**src/rtl/flash_chan_pkg.sv**
```systemverilog
// Purpose: shared types and helpers for the flash channel read-side blocks.
// Latency: n/a (types, constants and a pure function only).
// Backpressure: n/a.
package flash_chan_pkg;

  localparam int VTH_W = 16;

  typedef logic [1:0] level_t;

  typedef enum logic [1:0] {
    IDLE  = 2'd0,
    RUN   = 2'd1,
    DRAIN = 2'd2,
    DONE  = 2'd3
  } win_state_t;

  // Gray code of a stored level: 0->00, 1->01, 2->11, 3->10.
  function automatic level_t gray_of(input level_t lvl);
    return {lvl[1], lvl[1] ^ lvl[0]};
  endfunction

endpackage

```
**src/rtl/vth_slicer.sv**
```systemverilog
// Purpose: three-threshold comparator bank (stage 1) and level encoder (stage 2).
// Latency: 2 cycles from sample_vth to det_level; s1_level is stage-1 encoded.
// Backpressure: none, accepts a new sample every cycle.
module vth_slicer #(
  parameter int VTH_W = 16
) (
  input  logic             clk,
  input  logic             reset,
  input  logic [VTH_W-1:0] sample_vth,
  input  logic [VTH_W-1:0] thr0,
  input  logic [VTH_W-1:0] thr1,
  input  logic [VTH_W-1:0] thr2,
  output logic [1:0]       s1_level,
  output logic [1:0]       det_level
);
  import flash_chan_pkg::*;

  logic [2:0] cmp_d, cmp_q;
  level_t     lvl_d, lvl_q;

  // Compare the sample against every threshold; equality counts as above.
  always_comb begin
    cmp_d    = '0;
    cmp_d[0] = (sample_vth >= thr0);
    cmp_d[1] = (sample_vth >= thr1);
    cmp_d[2] = (sample_vth >= thr2);
  end

  // Level is the number of thresholds met, independent of threshold ordering.
  always_comb begin
    lvl_d = level_t'({1'b0, cmp_q[0]}) + level_t'({1'b0, cmp_q[1]})
          + level_t'({1'b0, cmp_q[2]});
  end

  // Stage-1 compare register and stage-2 level register.
  always_ff @(posedge clk) begin
    if (reset) begin
      cmp_q <= '0;
      lvl_q <= '0;
    end else begin
      cmp_q <= cmp_d;
      lvl_q <= lvl_d;
    end
  end

  assign s1_level  = lvl_d;
  assign det_level = lvl_q;

endmodule

```
**src/rtl/vth_level_detector.sv**
```systemverilog
// Purpose: hard-decision level detector with windowed sample/error counters.
// Latency: 2 cycles sample to det_*; counters update 1 cycle after their event.
// Backpressure: none; one sample per cycle. Option macro: VTH_DET_GRAY_EN.
module vth_level_detector #(
  parameter int               VTH_W   = 16,
  parameter int               CNT_W   = 32,
  parameter int               WIN_LEN = 327680,
  parameter logic [VTH_W-1:0] T0_DEF  = 16'd1000,
  parameter logic [VTH_W-1:0] T1_DEF  = 16'd2000,
  parameter logic [VTH_W-1:0] T2_DEF  = 16'd3000
) (
  input  logic             clk,
  input  logic             reset,
  input  logic             sample_valid,
  input  logic [VTH_W-1:0] sample_vth,
  input  logic [1:0]       ref_level,
  input  logic             cfg_we,
  input  logic [1:0]       cfg_sel,
  input  logic [VTH_W-1:0] cfg_data,
  input  logic             win_start,
  output logic             det_valid,
  output logic [1:0]       det_level,
  output logic [1:0]       det_err,
  output logic             win_busy,
  output logic             win_done,
  output logic [CNT_W-1:0] sample_cnt,
  output logic [CNT_W-1:0] err_cnt
);
  import flash_chan_pkg::*;

  // Window position counter is sized for WIN_LEN, not CNT_W, so the window
  // still closes correctly when the visible counters saturate early.
  localparam int              WC_W     = $clog2(WIN_LEN + 1);
  localparam logic [WC_W-1:0] WIN_LAST = WC_W'(WIN_LEN - 1);

  logic [VTH_W-1:0] thr_d [3];
  logic [VTH_W-1:0] thr_q [3];

  logic             s1_vld_d, s1_vld_q;
  level_t           s1_ref_d, s1_ref_q;
  logic             s1_cnt_d, s1_cnt_q;
  logic             det_valid_d, det_valid_q;
  logic [1:0]       det_err_d, det_err_q;
  logic             s2_cnt_d, s2_cnt_q;
  logic [CNT_W-1:0] sample_cnt_d, sample_cnt_q;
  logic [CNT_W-1:0] err_cnt_d, err_cnt_q;
  logic [WC_W-1:0]  win_cnt_d, win_cnt_q;
  logic [CNT_W:0]   err_sum;
  level_t           s1_level;
  level_t           err_diff;
  logic             count_acc;
  logic             err_add;

  win_state_t       state_q;
  logic             win_busy_q, win_done_q;

  vth_slicer #(.VTH_W(VTH_W)) u_slicer (
    .clk        (clk),
    .reset      (reset),
    .sample_vth (sample_vth),
    .thr0       (thr_q[0]),
    .thr1       (thr_q[1]),
    .thr2       (thr_q[2]),
    .s1_level   (s1_level),
    .det_level  (det_level)
  );

  // Threshold writes land in the register, so they apply from the next sample on.
  always_comb begin
    thr_d = thr_q;
    if (cfg_we) begin
      case (cfg_sel)
        2'd0:    thr_d[0] = cfg_data;
        2'd1:    thr_d[1] = cfg_data;
        2'd2:    thr_d[2] = cfg_data;
        default: ;
      endcase
    end
  end

  // A sample counts only while RUN is already open; win_start flushes the
  // counted tags so in-flight samples of an aborted window are never added.
  always_comb begin
    count_acc = sample_valid && (state_q == RUN) && !win_start;
    err_add   = s2_cnt_q && det_valid_q && !win_start;
    s1_vld_d  = sample_valid;
    s1_ref_d  = ref_level;
    s1_cnt_d  = count_acc;
    s2_cnt_d  = s1_cnt_q && !win_start;
  end

  // Error weight of the stage-1 result against the delayed written level.
  always_comb begin
    err_diff    = '0;
    det_valid_d = s1_vld_q;
`ifdef VTH_DET_GRAY_EN
    err_diff  = gray_of(s1_level) ^ gray_of(s1_ref_q);
    det_err_d = {1'b0, err_diff[1]} + {1'b0, err_diff[0]};
`else
    det_err_d = {1'b0, (s1_level != s1_ref_q)};
`endif
  end

  // Saturating sample/error counters plus the unsaturated window position.
  always_comb begin
    sample_cnt_d = sample_cnt_q;
    err_cnt_d    = err_cnt_q;
    win_cnt_d    = win_cnt_q;
    err_sum      = {1'b0, err_cnt_q} + (CNT_W + 1)'(det_err_q);
    if (win_start) begin
      sample_cnt_d = '0;
      err_cnt_d    = '0;
      win_cnt_d    = '0;
    end else begin
      if (count_acc) begin
        win_cnt_d = win_cnt_q + WC_W'(1);
        if (sample_cnt_q != '1) sample_cnt_d = sample_cnt_q + CNT_W'(1);
      end
      if (err_add) err_cnt_d = err_sum[CNT_W] ? '1 : err_sum[CNT_W-1:0];
    end
  end

  // Pipeline, threshold and counter registers.
  always_ff @(posedge clk) begin
    if (reset) begin
      thr_q[0]     <= T0_DEF;
      thr_q[1]     <= T1_DEF;
      thr_q[2]     <= T2_DEF;
      s1_vld_q     <= 1'b0;
      s1_ref_q     <= '0;
      s1_cnt_q     <= 1'b0;
      det_valid_q  <= 1'b0;
      det_err_q    <= '0;
      s2_cnt_q     <= 1'b0;
      sample_cnt_q <= '0;
      err_cnt_q    <= '0;
      win_cnt_q    <= '0;
    end else begin
      thr_q        <= thr_d;
      s1_vld_q     <= s1_vld_d;
      s1_ref_q     <= s1_ref_d;
      s1_cnt_q     <= s1_cnt_d;
      det_valid_q  <= det_valid_d;
      det_err_q    <= det_err_d;
      s2_cnt_q     <= s2_cnt_d;
      sample_cnt_q <= sample_cnt_d;
      err_cnt_q    <= err_cnt_d;
      win_cnt_q    <= win_cnt_d;
    end
  end

  // Window FSM. DRAIN leaves once stage 1 holds no counted sample: the last
  // one is then in stage 2 and reaches err_cnt on the same edge DONE is entered.
  always_ff @(posedge clk) begin
    if (reset) begin
      state_q    <= IDLE;
      win_busy_q <= 1'b0;
      win_done_q <= 1'b0;
    end else if (win_start) begin
      state_q    <= RUN;
      win_busy_q <= 1'b1;
      win_done_q <= 1'b0;
    end else begin
      case (state_q)
        RUN: begin
          if (count_acc && (win_cnt_q == WIN_LAST)) state_q <= DRAIN;
        end
        DRAIN: begin
          if (!s1_cnt_q) begin
            state_q    <= DONE;
            win_busy_q <= 1'b0;
            win_done_q <= 1'b1;
          end
        end
        default: ;
      endcase
    end
  end

  assign det_valid  = det_valid_q;
  assign det_err    = det_err_q;
  assign win_busy   = win_busy_q;
  assign win_done   = win_done_q;
  assign sample_cnt = sample_cnt_q;
  assign err_cnt    = err_cnt_q;

endmodule

```
**config.mk**
```make
export PLATFORM = sky130hd
export DESIGN_NAME = vth_level_detector
export DESIGN_NICKNAME = d
export VERILOG_FILES = /design/src/rtl/flash_chan_pkg.sv /design/src/rtl/vth_slicer.sv /design/src/rtl/vth_level_detector.sv
export SDC_FILE = /design/constraint.sdc
export NUM_CORES = 1
export LEC_CHECK = 0
export CAP_MARGIN = 30
export CORE_MARGIN = 3
export CORE_UTILIZATION = 45
export CTS_CLUSTER_SIZE = 28
export DETAILED_ROUTE_END_ITERATION = 12
export PLACE_DENSITY = 0.68
export SLEW_MARGIN = 40
export SYNTH_ARGS = -nofsm -noshare
export SYNTH_HDL_FRONTEND = slang
export SYNTH_SLANG_ARGS = --single-unit
export TNS_END_PERCENT = 5
```
**constraint.sdc**
```tcl
create_clock -name clk -period 2.7 [get_ports clk]
set_input_delay 0.81 -clock clk [delete_from_list [all_inputs] [get_ports clk]]
set_output_delay 0.81 -clock clk [all_outputs]
set_load 0.02 [all_outputs]
```
# Yosys cells after proc, flatten, opt, wreduce, memory -nomap -nowiden
# Cells that the tools add are included.
classes:
  n_addsub: 5
  mul: 0
  n_div: 0
  magnitude_cmp: 3
  eq_ne: 12
  shifts: 0
  muxes: 8
  n_bitwise: 1
  n_reduce_logical: 20
ops:
  columns: ["operator", "n"]
  rows:
  - ["$ge A16 B16 Y1", 3]
  - ["$add A32 B2 Y33", 1]
  - ["$add A32 B1 Y32 const B", 1]
  - ["$mux W32", 1]
  - ["$ne A32 B32 Y1 const B", 1]
  - ["$add A19 B1 Y19 const B", 1]
  - ["$eq A19 B19 Y1 const B", 1]
  - ["$reduce_and A2 Y1", 6]
  - ["$logic_and A1 B1 Y1", 6]
  - ["$reduce_and A3 Y1", 2]
  - ["$eq A2 B1 Y1 const B", 2]
  - ["$eq A2 B2 Y1 const B", 2]
  - ["$mux W1", 4]
  - ["$mux W2", 2]
  - ["$ne A2 B2 Y1 const B", 2]
  - ["$pmux W2 S2", 1]
  - ["$reduce_bool A2 Y1", 2]
  - ["$ne A3 B2 Y1 const B", 1]
  - ["$ne A3 B3 Y1 const B", 1]
  - ["$reduce_bool A3 Y1", 1]
  - ["$add A1 B1 Y2", 1]
  - ["$add A2 B1 Y2", 1]
  - ["$logic_not A2 Y1", 1]
  - ["$ne A2 B1 Y1 const B", 1]
  - ["4 further kinds", 4]
totals:
  ff_bits: 148
  latch_bits: 0
  mem_bits_rw: 0
  mem_bits_ro: 0
  out_inout_bits: 71
  mem_count: 0

# Logic depth before layout (Yosys ltp)
depth:
  word_depth: 7
  depth_mapped: 9

# By module
# From an unflattened synthesis, not the netlist that was laid out.
unflattened:
  hier_cells: 895
  area_unflattened_um2: 7457.2
by_module_without_submodules:
  columns: ["mod", "n_inst", "cells_per_inst", "area_per_inst_um2", "seq_area_each_um2"]
  rows:
  - ["vth_level_detector", 1, 716, 6112.1, 2842.7]
  - ["vth_slicer", 1, 179, 1345.0, 100.1]

# Worst setup path after synthesis
# OpenSTA, ideal clock, no wires.
synth_path:
  path_kind: "input to register"
  startpoint: "input win_start"
  endpoint: "register err_cnt_q[28], in the netlist err_cnt[28]"
  setup_time_ns: 0.074
  arrival_time_ns: 2.404
  required_time_ns: 2.626
  slack_ns: 0.221
  cell_stages: 7
  path_buffers: 2
  cell_sequence: "buf_2 > and4b_1 > buf_2 > nand3_2 > or3_1 > or4_1 > a31oi_1"
synth_via:
  elab_chain_len: 2
synth_lines:
  columns: ["element", "line", "text"]
  rows:
  - ["start, declared", "vth_level_detector.sv:20", "input logic win_start,"]
  - ["$logic_not A1 Y1", "vth_level_detector.sv:85", "err_add = s2_cnt_q && det_valid_q && !win_start;"]
  - ["$logic_and A1 B1 Y1", "vth_level_detector.sv:85", null]
  - ["end signal, assigned", "vth_level_detector.sv:147", "err_cnt_q <= err_cnt_d;"]
  - ["end, declared", "vth_level_detector.sv:46", "logic [CNT_W-1:0] err_cnt_d, err_cnt_q;"]
# Several ways; a longest one is shown, not always the timed one.
# A chain may end at the register's enable or synchronous reset.

# Worst setup path after layout
layout_path:
  startpoint: "input sample_valid"
  endpoint: "register sample_cnt_q[31], in the netlist sample_cnt[31]"
layout_via:
  elab_chain_len: 3
layout_lines:
  columns: ["element", "line", "text"]
  rows:
  - ["start, declared", "vth_level_detector.sv:14", "input logic sample_valid,"]
  - ["$logic_and A1 B1 Y1 (2 in a row)", "vth_level_detector.sv:84", "count_acc = sample_valid && (state_q == RUN) && !win_start;"]
  - ["$reduce_and A2 Y1 (no line)", null, null]
  - ["end signal, assigned", "vth_level_detector.sv:146", "sample_cnt_q <= sample_cnt_d;"]
  - ["end, declared", "vth_level_detector.sv:45", "logic [CNT_W-1:0] sample_cnt_d, sample_cnt_q;"]
# Every way passes these cells.

==> reports/results.txt <==
Die Wd: 135 um
Cell chosen for the clock root: clkbuf_16
Top delay family on crit path: simple AND/OR/NAND/NOR gates
Worst-path cell with the longest stage delay: clkdlybuf4s50_1
Number of top-level design ports: 112
Vias in the first global route: 6,201
Worst-skew pair later-pin latency: 0.42 ns
Routed WL per cell: 14.4 um
Worst Setup End Kind: flop
Post-CTS resize count: 0
Delay of the slowest critical-path stage: 0.53 ns
Most used flip-flop cell after synthesis: dfxtp_1
Syn-to-layout area delta: 28.7%
Chain of cells forming the critical path: clkdlybuf4s50_1, nor4bb_2, buf_4, and4_1, nand2_1, o311ai_0, o41ai_1
Worst R2R End: sample_cnt[30]$_SDFFE_PP0P_
DPL Wire Length: 13,100 um
Leakage power of the design: 0.00358 uW
Final Net Count: 1,103
Most area-consuming cells after synthesis: dfxtp_1, ha_1, a21oi_1
Setup repair after global routing missed its margin: no
Final design instance area without fill: 0.00958 mm^2
Final count of negative-setup-slack endpoints: 0
Initial cell density of the core: 0.463
Worst-margin pin slew: 0.719 ns
Share of the synthesized area in the top cell type: 0.395
Yosys warns: 0
Path category of the worst min-delay check: flop to flop
Average cell area after synthesis: 8.43 um^2
Most frequent cells after synthesis: dfxtp_1, nand2_1, a21oi_1
End of the critical path: sample_cnt[31]$_SDFFE_PP0P_
Row count: 46
Final Max Tran Viols: 0
Wirelength, routed: 17,900 um
TritonRoute pass-1 iters: 5
Post-synth cell types: 63
Remaining design rule violation count: 0
Synthesized net count: 977
Number of hold-slack violations in the final timing report: 0
Clock Sink Count: 147
Die Y-Extent: 135 um
Die outline area: 0.0181 mm^2
Crit path kind: input port to flop
Worst setup SP type: input port
Critical path startpoint: sample_valid
Biggest area consumer among synthesized cells: dfxtp_1
Fin util: 0.596
CTS hold repair buffers: 0
FFs w/ async S/R, synth: 0
Startpoint of the worst-slack reg-to-reg timing path: sample_cnt[12]$_SDFFE_PP0P_
Fraction of final layout cells sized beyond drive strength 1: 0.0891
Count of input and output buffers: 110
H-Tree Depth: 4
Data arrival time of the critical path: 2.75 ns
FF-to-FF setup slack: 0.48 ns
Final clock skew: 0.00790 ns
Routability congestion estimate: 0.860
Count of cells along the worst register-to-register path: 5
Placed inst area: 0.00896 mm^2
Relative slew margins: 0.521
Clock-pin slew reported for the worst setup and hold paths after clock tree synthesis: 0.06 ns
Global-route wire length before repair: 29,900 um
Number of post-CTS setup repair buffers: 0
Worst vdd rail ir drop: 469 uV
Routed vias: 6,637
Synth Register Bits: 147
CP bufs+invs: 2
Remaining Overflow, GRT: 0
Max-cap violation count: 0
Number of DRC violations after detailed-routing iteration 0: 358
Final antenna diode count: 0
Number of clock buffers inserted by TritonCTS: 17
Outcome: complete, no violations
Maximum buffer depth of the clock tree: 2
Final worst path period share: 0.915
Power per unit of standard cell area: 536 mW/mm^2
Number of antenna violations at the first check in global routing: 0
Aggregate global-route resource usage: 0.202
Standard cell core area: 0.0161 mm^2
Most instantiated library cell after synthesis: dfxtp_1
Cell depth of the worst setup path: 7
Number of instances in the synthesized netlist: 883
Number of enable-type register cells in the synthesized netlist: 0
Highest attainable clock frequency: 0.405 GHz
Post-Synthesis Cell Area: 0.00744 mm^2
Minimum clock period: 2.47 ns
Required time of the critical path: 2.98 ns
Share of synthesized area occupied by flip-flops and latches: 0.395
Largest driver fanout on the critical path: 7
Via-to-Cell Ratio: 5.37
Pin count of the biggest net entering global routing: 59
Clock tree from TritonCTS: done
Number of nets with antenna violations after routing: 0
placed cells by master, fill, tap and decap left out, types with 3 or more instances in the layout:
| cell | synthesis | routed |
|---|---|---|
| nand3_1 | 35 | 35 |
| nor2_1 | 65 | 65 |
| o211ai_1 | 5 | 5 |
| o311ai_0 | 3 | 3 |
| a31oi_1 | 8 | 8 |
| nor4_1 | 8 | 8 |
| a21oi_1 | 86 | 86 |
| clkbuf_16 | 0 | 17 |
| clkinv_2 | 0 | 4 |
| and3_1 | 11 | 11 |
| o2111ai_1 | 4 | 4 |
| xor2_1 | 15 | 15 |
| dfxtp_1 | 147 | 147 |
| buf_4 | 1 | 39 |
| nor3_1 | 17 | 17 |
| nand2b_1 | 4 | 4 |
| or4_1 | 9 | 9 |
| o31ai_1 | 5 | 5 |
| o21ai_0 | 28 | 28 |
| and4b_1 | 3 | 3 |
| ha_1 | 52 | 52 |
| and2_1 | 11 | 11 |
| nand4_1 | 21 | 21 |
| inv_1 | 58 | 58 |
| o21a_1 | 4 | 4 |
| clkdlybuf4s50_1 | 0 | 109 |
| nor2b_1 | 7 | 7 |
| and4_1 | 11 | 11 |
| or2_2 | 4 | 4 |
| a21o_1 | 14 | 14 |
| a211o_1 | 22 | 22 |
| nand2_1 | 93 | 93 |
| xnor2_1 | 27 | 27 |
| bufinv_16 | 0 | 4 |
| or3_1 | 25 | 25 |
logic make-up (layout without fill, tap and decap cells):
| kind of cell | Yosys count | after routing | synth area share |
|---|---|---|---|
| AO/OA/AOI/OAI | 195 | 195 | 0.166 |
| multiplexers | 2 | 2 | 0.00269 |
| buffers and inverters | 101 | 239 | 0.0525 |
| adder cells (fa/ha/maj) | 53 | 53 | 0.0901 |
| flip-flops | 147 | 147 | 0.395 |
| other | 1 | 1 | 0.000504 |
| XOR/XNOR | 42 | 42 | 0.0494 |
| AND/OR/NAND/NOR | 342 | 342 | 0.243 |
flip-flops by register name (all words and copies together), names as in the netlist:
name	cells
u_slicer.det_level	2
u_slicer.cmp_q	3
win_done	1
err_cnt	32
s1_ref_q	2
s2_cnt_q	1
sample_cnt	32
win_cnt_q	19
state_q	2
det_err	1
s1_cnt_q	1
thr_q	48
det_valid_d	1
det_valid	1
win_busy	1
worst min-delay path by stage:
stage,cells past startpoint,to,from
global route,1,det_valid$_SDFF_PP0_,det_valid_d$_SDFF_PP0_
detailed placement,2,thr_q[18]$_SDFFE_PP0P_,thr_q[18]$_SDFFE_PP0P_
floorplan,1,det_valid$_SDFF_PP0_,det_valid_d$_SDFF_PP0_
CTS,2,thr_q[18]$_SDFFE_PP0P_,thr_q[18]$_SDFFE_PP0P_
global placement,1,det_valid$_SDFF_PP0_,det_valid_d$_SDFF_PP0_
finish,1,det_valid$_SDFF_PP0_,det_valid_d$_SDFF_PP0_
power breakdown:
group	total [uW]	internal (uW)	leakage [uW]	switching, uW
combinational	415	198	0.00209	217
sequential	2240	2220	0.00119	23.1
clock	2480	1590	0.000303	893
layout make-up:
class                      count  area (um^2)
clock buffer                  21          460
inverter                      58          218
sequential                   147         2940
timing repair buffer         150         1410
fill                        1463         6480
clock inverter                10          156
multi-input combinational    635         4120
tap                          216          270
through the flow:
| stage | setup WS, ns | power (uW) | TNS, ns | hold slack, ns | cells |
|---|---|---|---|---|---|
| finish | 0.229 | 5130 | 0 | 0.451 | 1237 |
| global route | 0.128 | 5340 | 0 | 0.467 | 1237 |
| CTS | 0.262 | 5190 | 0 | 0.455 | 1237 |
| detailed placement | -0.175 | 2700 | -2.48 | 0.447 | 1206 |
| global placement | -0.125 | 2700 | -1.80 | 0.425 | 1206 |
| floorplan | 0.221 | 2520 | 0 | 0.414 | 883 |
layer usage:
layer  global-route usage  wire length, um
met2                0.333             8540
met4               0.0792              316
met5                    0                0
met3               0.0346              923
met1                0.264             8070
No activity file was read; power rests on OpenSTA's default activity.
==> edit 1: new RTL, same settings <==
Change the parameter `WIN_LEN` from 327680 to 163840.
--- a/src/rtl/vth_level_detector.sv
+++ b/src/rtl/vth_level_detector.sv
@@ -5,5 +5,5 @@
   parameter int               VTH_W   = 16,
   parameter int               CNT_W   = 32,
-  parameter int               WIN_LEN = 327680,
+  parameter int               WIN_LEN = 163840,
   parameter logic [VTH_W-1:0] T0_DEF  = 16'd1000,
   parameter logic [VTH_W-1:0] T1_DEF  = 16'd2000,
Behaviour: same outputs for any inputs over 4 cycles, from zero or initial values and one cycle with reset high; that may be too few to reach the edited logic, so the function may still have changed.
==> edit 1 against the unedited design <==
Synthesized area down 2.1%; sequential cell count down 1; cell area down 2.3%; sequential share of layout area up 0.51 points; final cell count down 2.1%; total power down 3.3%; routed wire length up 0.54%; worst setup slack worse by 0.15 ns; clock power down 6%; via count down 2.7%; count of clock-buffer cells in the layout down 1.
==> edit 1: results (changes against the unedited design) <==
Outcome
  – Result of the run: finished, final reports clean

Final layout
  – Final Instance Count excl. Fillers: 1211 (-2.1%)
  – Proportion of layout cells with a drive suffix above 1: 0.08300 (-0.006128)
  – Seq Cell Count: 146 (-0.68%)
  – Proportion of cell area occupied by registers: 0.3125 (+0.005136)
  – Net total in the final layout: 1081 (-2.0%)
  – Non-Clock Buffer Area Fraction: 0.1458 (-0.001332)
  – Layout filler cell count: 1438 (-1.7%)
  – Number of ordinary and repair buffers in the finished layout: 144 (-4.0%)

Place
  – Global placement routability congestion: 0.8637 (+0.49%)
  – Worst Setup Slack post-DPL: -0.4743 ns (-0.2997 ns)
  – Area after detailed placement: 0.008747 sq mm (-2.4%)

Logic synthesis
  – Gate count after technology mapping: 863 (-2.3%)
  – Count of distinct cell types in the synthesized netlist: 59 (-6.3%)

Power and ir drop
  – Worst IR Drop VDD: 0.4279 mV (-8.8%)
  – Leakage: 0.003479 uW (-3.0%)

GRT
  – First-pass GRT wire length: 29.41 mm (-1.6%)
  – Met2 Resource Use GR: 0.3149 (-0.01806)
  – Pin count of the biggest net entering global routing: 47 (-20%)
  – Global router's overall resource usage: 0.2004 (-0.001353)

Drt
  – Met2 WL post-DR: 8.284 mm (-3.0%)
  – DRT Wirelength: 17.95 mm (+0.54%)
  – Routed met3 length: 751 microns (-19%)

Timing
  – Final worst path period need: 2.620 ns (+0.1489 ns)
  – Clock Skews: 0.01194 ns (+0.004041 ns)

Worst setup path
  – End point of the critical path: sample_cnt[30]
  – Slack of the worst reg-to-reg path: 0.33 ns (-0.15 ns)
  – Arrival @ worst endpoint: 2.97 ns (+0.22 ns)

Floorplanning
  – Core outline area: 0.01554 sq mm (-3.2%)
[edit 1: logic make-up after synthesis]
group | after synthesis
compound gates | 179
xor+xnor | 50
fa+ha+maj | 53
buf+inv | 97
flops | 146
mux | 3
other cells | 1
simple gates | 334
[edit 1: repair_timing]
item,in CTS,in global routing
gates resized for setup,1,4
endpoints found under the setup margin,1,8
buffers inserted,0,0
[edit 1: how the worst min path moves through the flow]
stage	from	end	slack [ns]	cells past startpoint
after floorplan	det_valid_d	det_valid	0.41	1
after global placement	det_valid_d	det_valid	0.42	1
after detailed placement	det_valid_d	det_valid	0.43	1
after CTS	det_valid_d	det_valid	0.45	1
after global routing	det_valid_d	det_valid	0.47	1
final	det_valid_d	det_valid	0.44	1
[edit 1: critical path, cell delays in order]
cell	delay [ns]
clkdlybuf4s50_1	0.44
nand4bb_2	0.30
or3_4	0.42
or3_4	0.44
or4_1	0.41
a21oi_1	0.15
==> edit 2: new RTL, config.mk and constraints unchanged <==
Made on the original files. Register the input `cfg_sel` before use, without a reset. The logic sees it one clock later. The other inputs are not delayed to match.
--- a/src/rtl/vth_level_detector.sv
+++ b/src/rtl/vth_level_detector.sv
@@ -33,4 +33,10 @@
   localparam int              WC_W     = $clog2(WIN_LEN + 1);
   localparam logic [WC_W-1:0] WIN_LAST = WC_W'(WIN_LEN - 1);
+
+  logic [1:0] cfg_sel_q;
+
+  always_ff @(posedge clk) begin
+    cfg_sel_q <= cfg_sel;
+  end
 
   logic [VTH_W-1:0] thr_d [3];
@@ -70,5 +76,5 @@
     thr_d = thr_q;
     if (cfg_we) begin
-      case (cfg_sel)
+      case (cfg_sel_q)
         2'd0:    thr_d[0] = cfg_data;
         2'd1:    thr_d[1] = cfg_data;
Check against the original RTL: not equivalent (a bounded check fails within 4 cycles, from zero or initial values and one cycle with reset high).
==> edit 2 against the unedited design <==
Cell area up 2.3%; total power up 0.24%; synthesized area up 3.7%; count of clock-buffer cells in the layout down 3; sequential cell count up 2; sequential share of layout area down 0.29 points; worst setup slack better by 0.060 ns; routed wire length up 2.5%; critical endpoint is now sample_cnt[22]; largest cell class unchanged; largest power group unchanged; highest routed layer unchanged.
==> edit 2: results (changes against the unedited design) <==
Outcome
  – Result of the run: finished, final reports clean

Logic synthesis
  – Largest area contributor in the netlist: dfxtp_1
  – Synthesized-area fraction occupied by adder cells: 0.08687 (-0.003258)
  – Count of distinct cell types in the synthesized netlist: 69 (+9.5%)
  – Fraction of registers with async set/reset: 0 (unchanged)
  – Multiplexer area fraction after synthesis: 0.002593 (-0.00009724)
  – Sequential cell area fraction in the yosys report: 0.3864 (-0.009108)
  – Post-synthesis compound-gate area fraction: 0.1684 (+0.002429)
  – Gate count after technology mapping: 897 (+1.6%)
  – Xor/xnor cell area share of the yosys netlist: 0.04538 (-0.004056)
  – Commonest cells in the netlist: dfxtp_1 (149), nand2_1 (103), a21oi_1 (70), inv_1 (60), ha_1 (52)
  – Top cells by area, synth: dfxtp_1 (39%), ha_1 (8.4%), nand2_1 (5.0%)
  – Synth Net Count: 991 (+1.4%)

Place
  – Cell Count Post-Placement: 1223 (+1.4%)
  – Area after detailed placement: 0.009180 sq mm (+2.5%)
  – Global placement routability congestion: 0.8624 (+0.34%)
  – Detailed placer's ending HPWL: 13.61 mm (+4.0%)

Worst setup path
  – Critical path's slowest cell: clkdlybuf4s50_1
  – Slack of the worst reg-to-reg path: 0.30 ns (-0.18 ns)
  – Reg-to-reg critical path endpoint: sample_cnt[8]
  – Worst setup path startpoint: sample_cnt[22]
  – Origin of the critical flop-to-flop path: sample_cnt[25]
  – End point of the critical path: sample_cnt[22]
  – Largest stage delay, worst path: 0.60 ns (+0.07 ns)
  – Largest fanout on the critical path: 6 (-1)
  – Worst r2r path cells: 5 (unchanged)
  – Family with the most delay on the worst path: buffers and inverters

Clocking
  – Clock latency at the later pin of the worst-skew pair: 0.42 ns (about the same)
  – TritonCTS buffer count: 17 (unchanged)
  – CTS clock-pin slew for the worst setup and hold paths: 0.06 ns (about the same)
  – CTS root buffer: clkbuf_16
  – Number of levels the H-tree was split into: 4 (unchanged)

Hold path
  – Hold Crit Depth: 1 (unchanged)
  – Critical hold path startpoint: det_valid_d
  – Hold Path End: det_valid

GRT
  – Initial antenna violation count: 0 (unchanged)
  – Number of global-route vias before repair: 6328 (+2.0%)
  – Pin count of the biggest net entering global routing: 48 (-19%)
  – First-pass GRT wire length: 30.24 mm (+1.2%)
  – Global router's overall resource usage: 0.1980 (-0.003808)

Timing
  – Max-slew headroom at the worst pin: 0.5815 (+0.06071)
  – Clock Skews: 0.008507 ns (+0.0006070 ns)

Drt
  – DRT Wirelength: 18.30 mm (+2.5%)
  – Number of vias after detailed routing: 6750 (+1.7%)
  – Iteration count of the initial detailed-routing pass: 5 (unchanged)
  – DR iter-0 viols: 395 (+10%)

Power and ir drop
  – Worst IR Drop VDD: 0.4546 mV (-3.1%)
  – Leakage: 0.003632 uW (+1.3%)

Final layout
  – Ant. Diodes: 0 (unchanged)
  – Proportion of layout cells with a drive suffix above 1: 0.1150 (+0.02585)
  – Final Instance Count excl. Fillers: 1255 (+1.5%)
  – Net total in the final layout: 1116 (+1.2%)
  – Layout filler cell count: 1510 (+3.2%)
[edit 2: cell type report]
cell class	count	area share
clock inverters	14	0.01814
well taps	220	0.02810
flip-flops and latches	149	0.3045
repair buffers	152	0.1466
inverters	60	0.02299
clock buffers	18	0.04483
multi-input cells	642	0.4349
[edit 2: metal layers]
layer / wire length (microns) / track usage
met5: 0 / 0
met4: 214 / 0.06319
met3: 641 / 0.03272
met1: 8917 / 0.2716
met2: 8524 / 0.3183
[edit 2: power by group]
part           switching (uW)  total, uW  internal [uW]
registers                26.6       2270           2250
logic                     216        414            198
clock network             972       2460           1490
[edit 2: stage by stage]
step	total power, uW	TNS [ns]	util	hold WS [ns]	setup slack (ns)
floorplan	2553	0	-	0.4138	0.2714
global placement	2728	0	0.5497	0.4183	0.0002798
detailed placement	2735	-0.3118	0.5497	0.4279	-0.08753
CTS	5187	0	0.5866	0.4425	0.2617
global route	5346	0	0.5866	0.4685	0.1109
finish	5145	0	0.5866	0.4374	0.2892
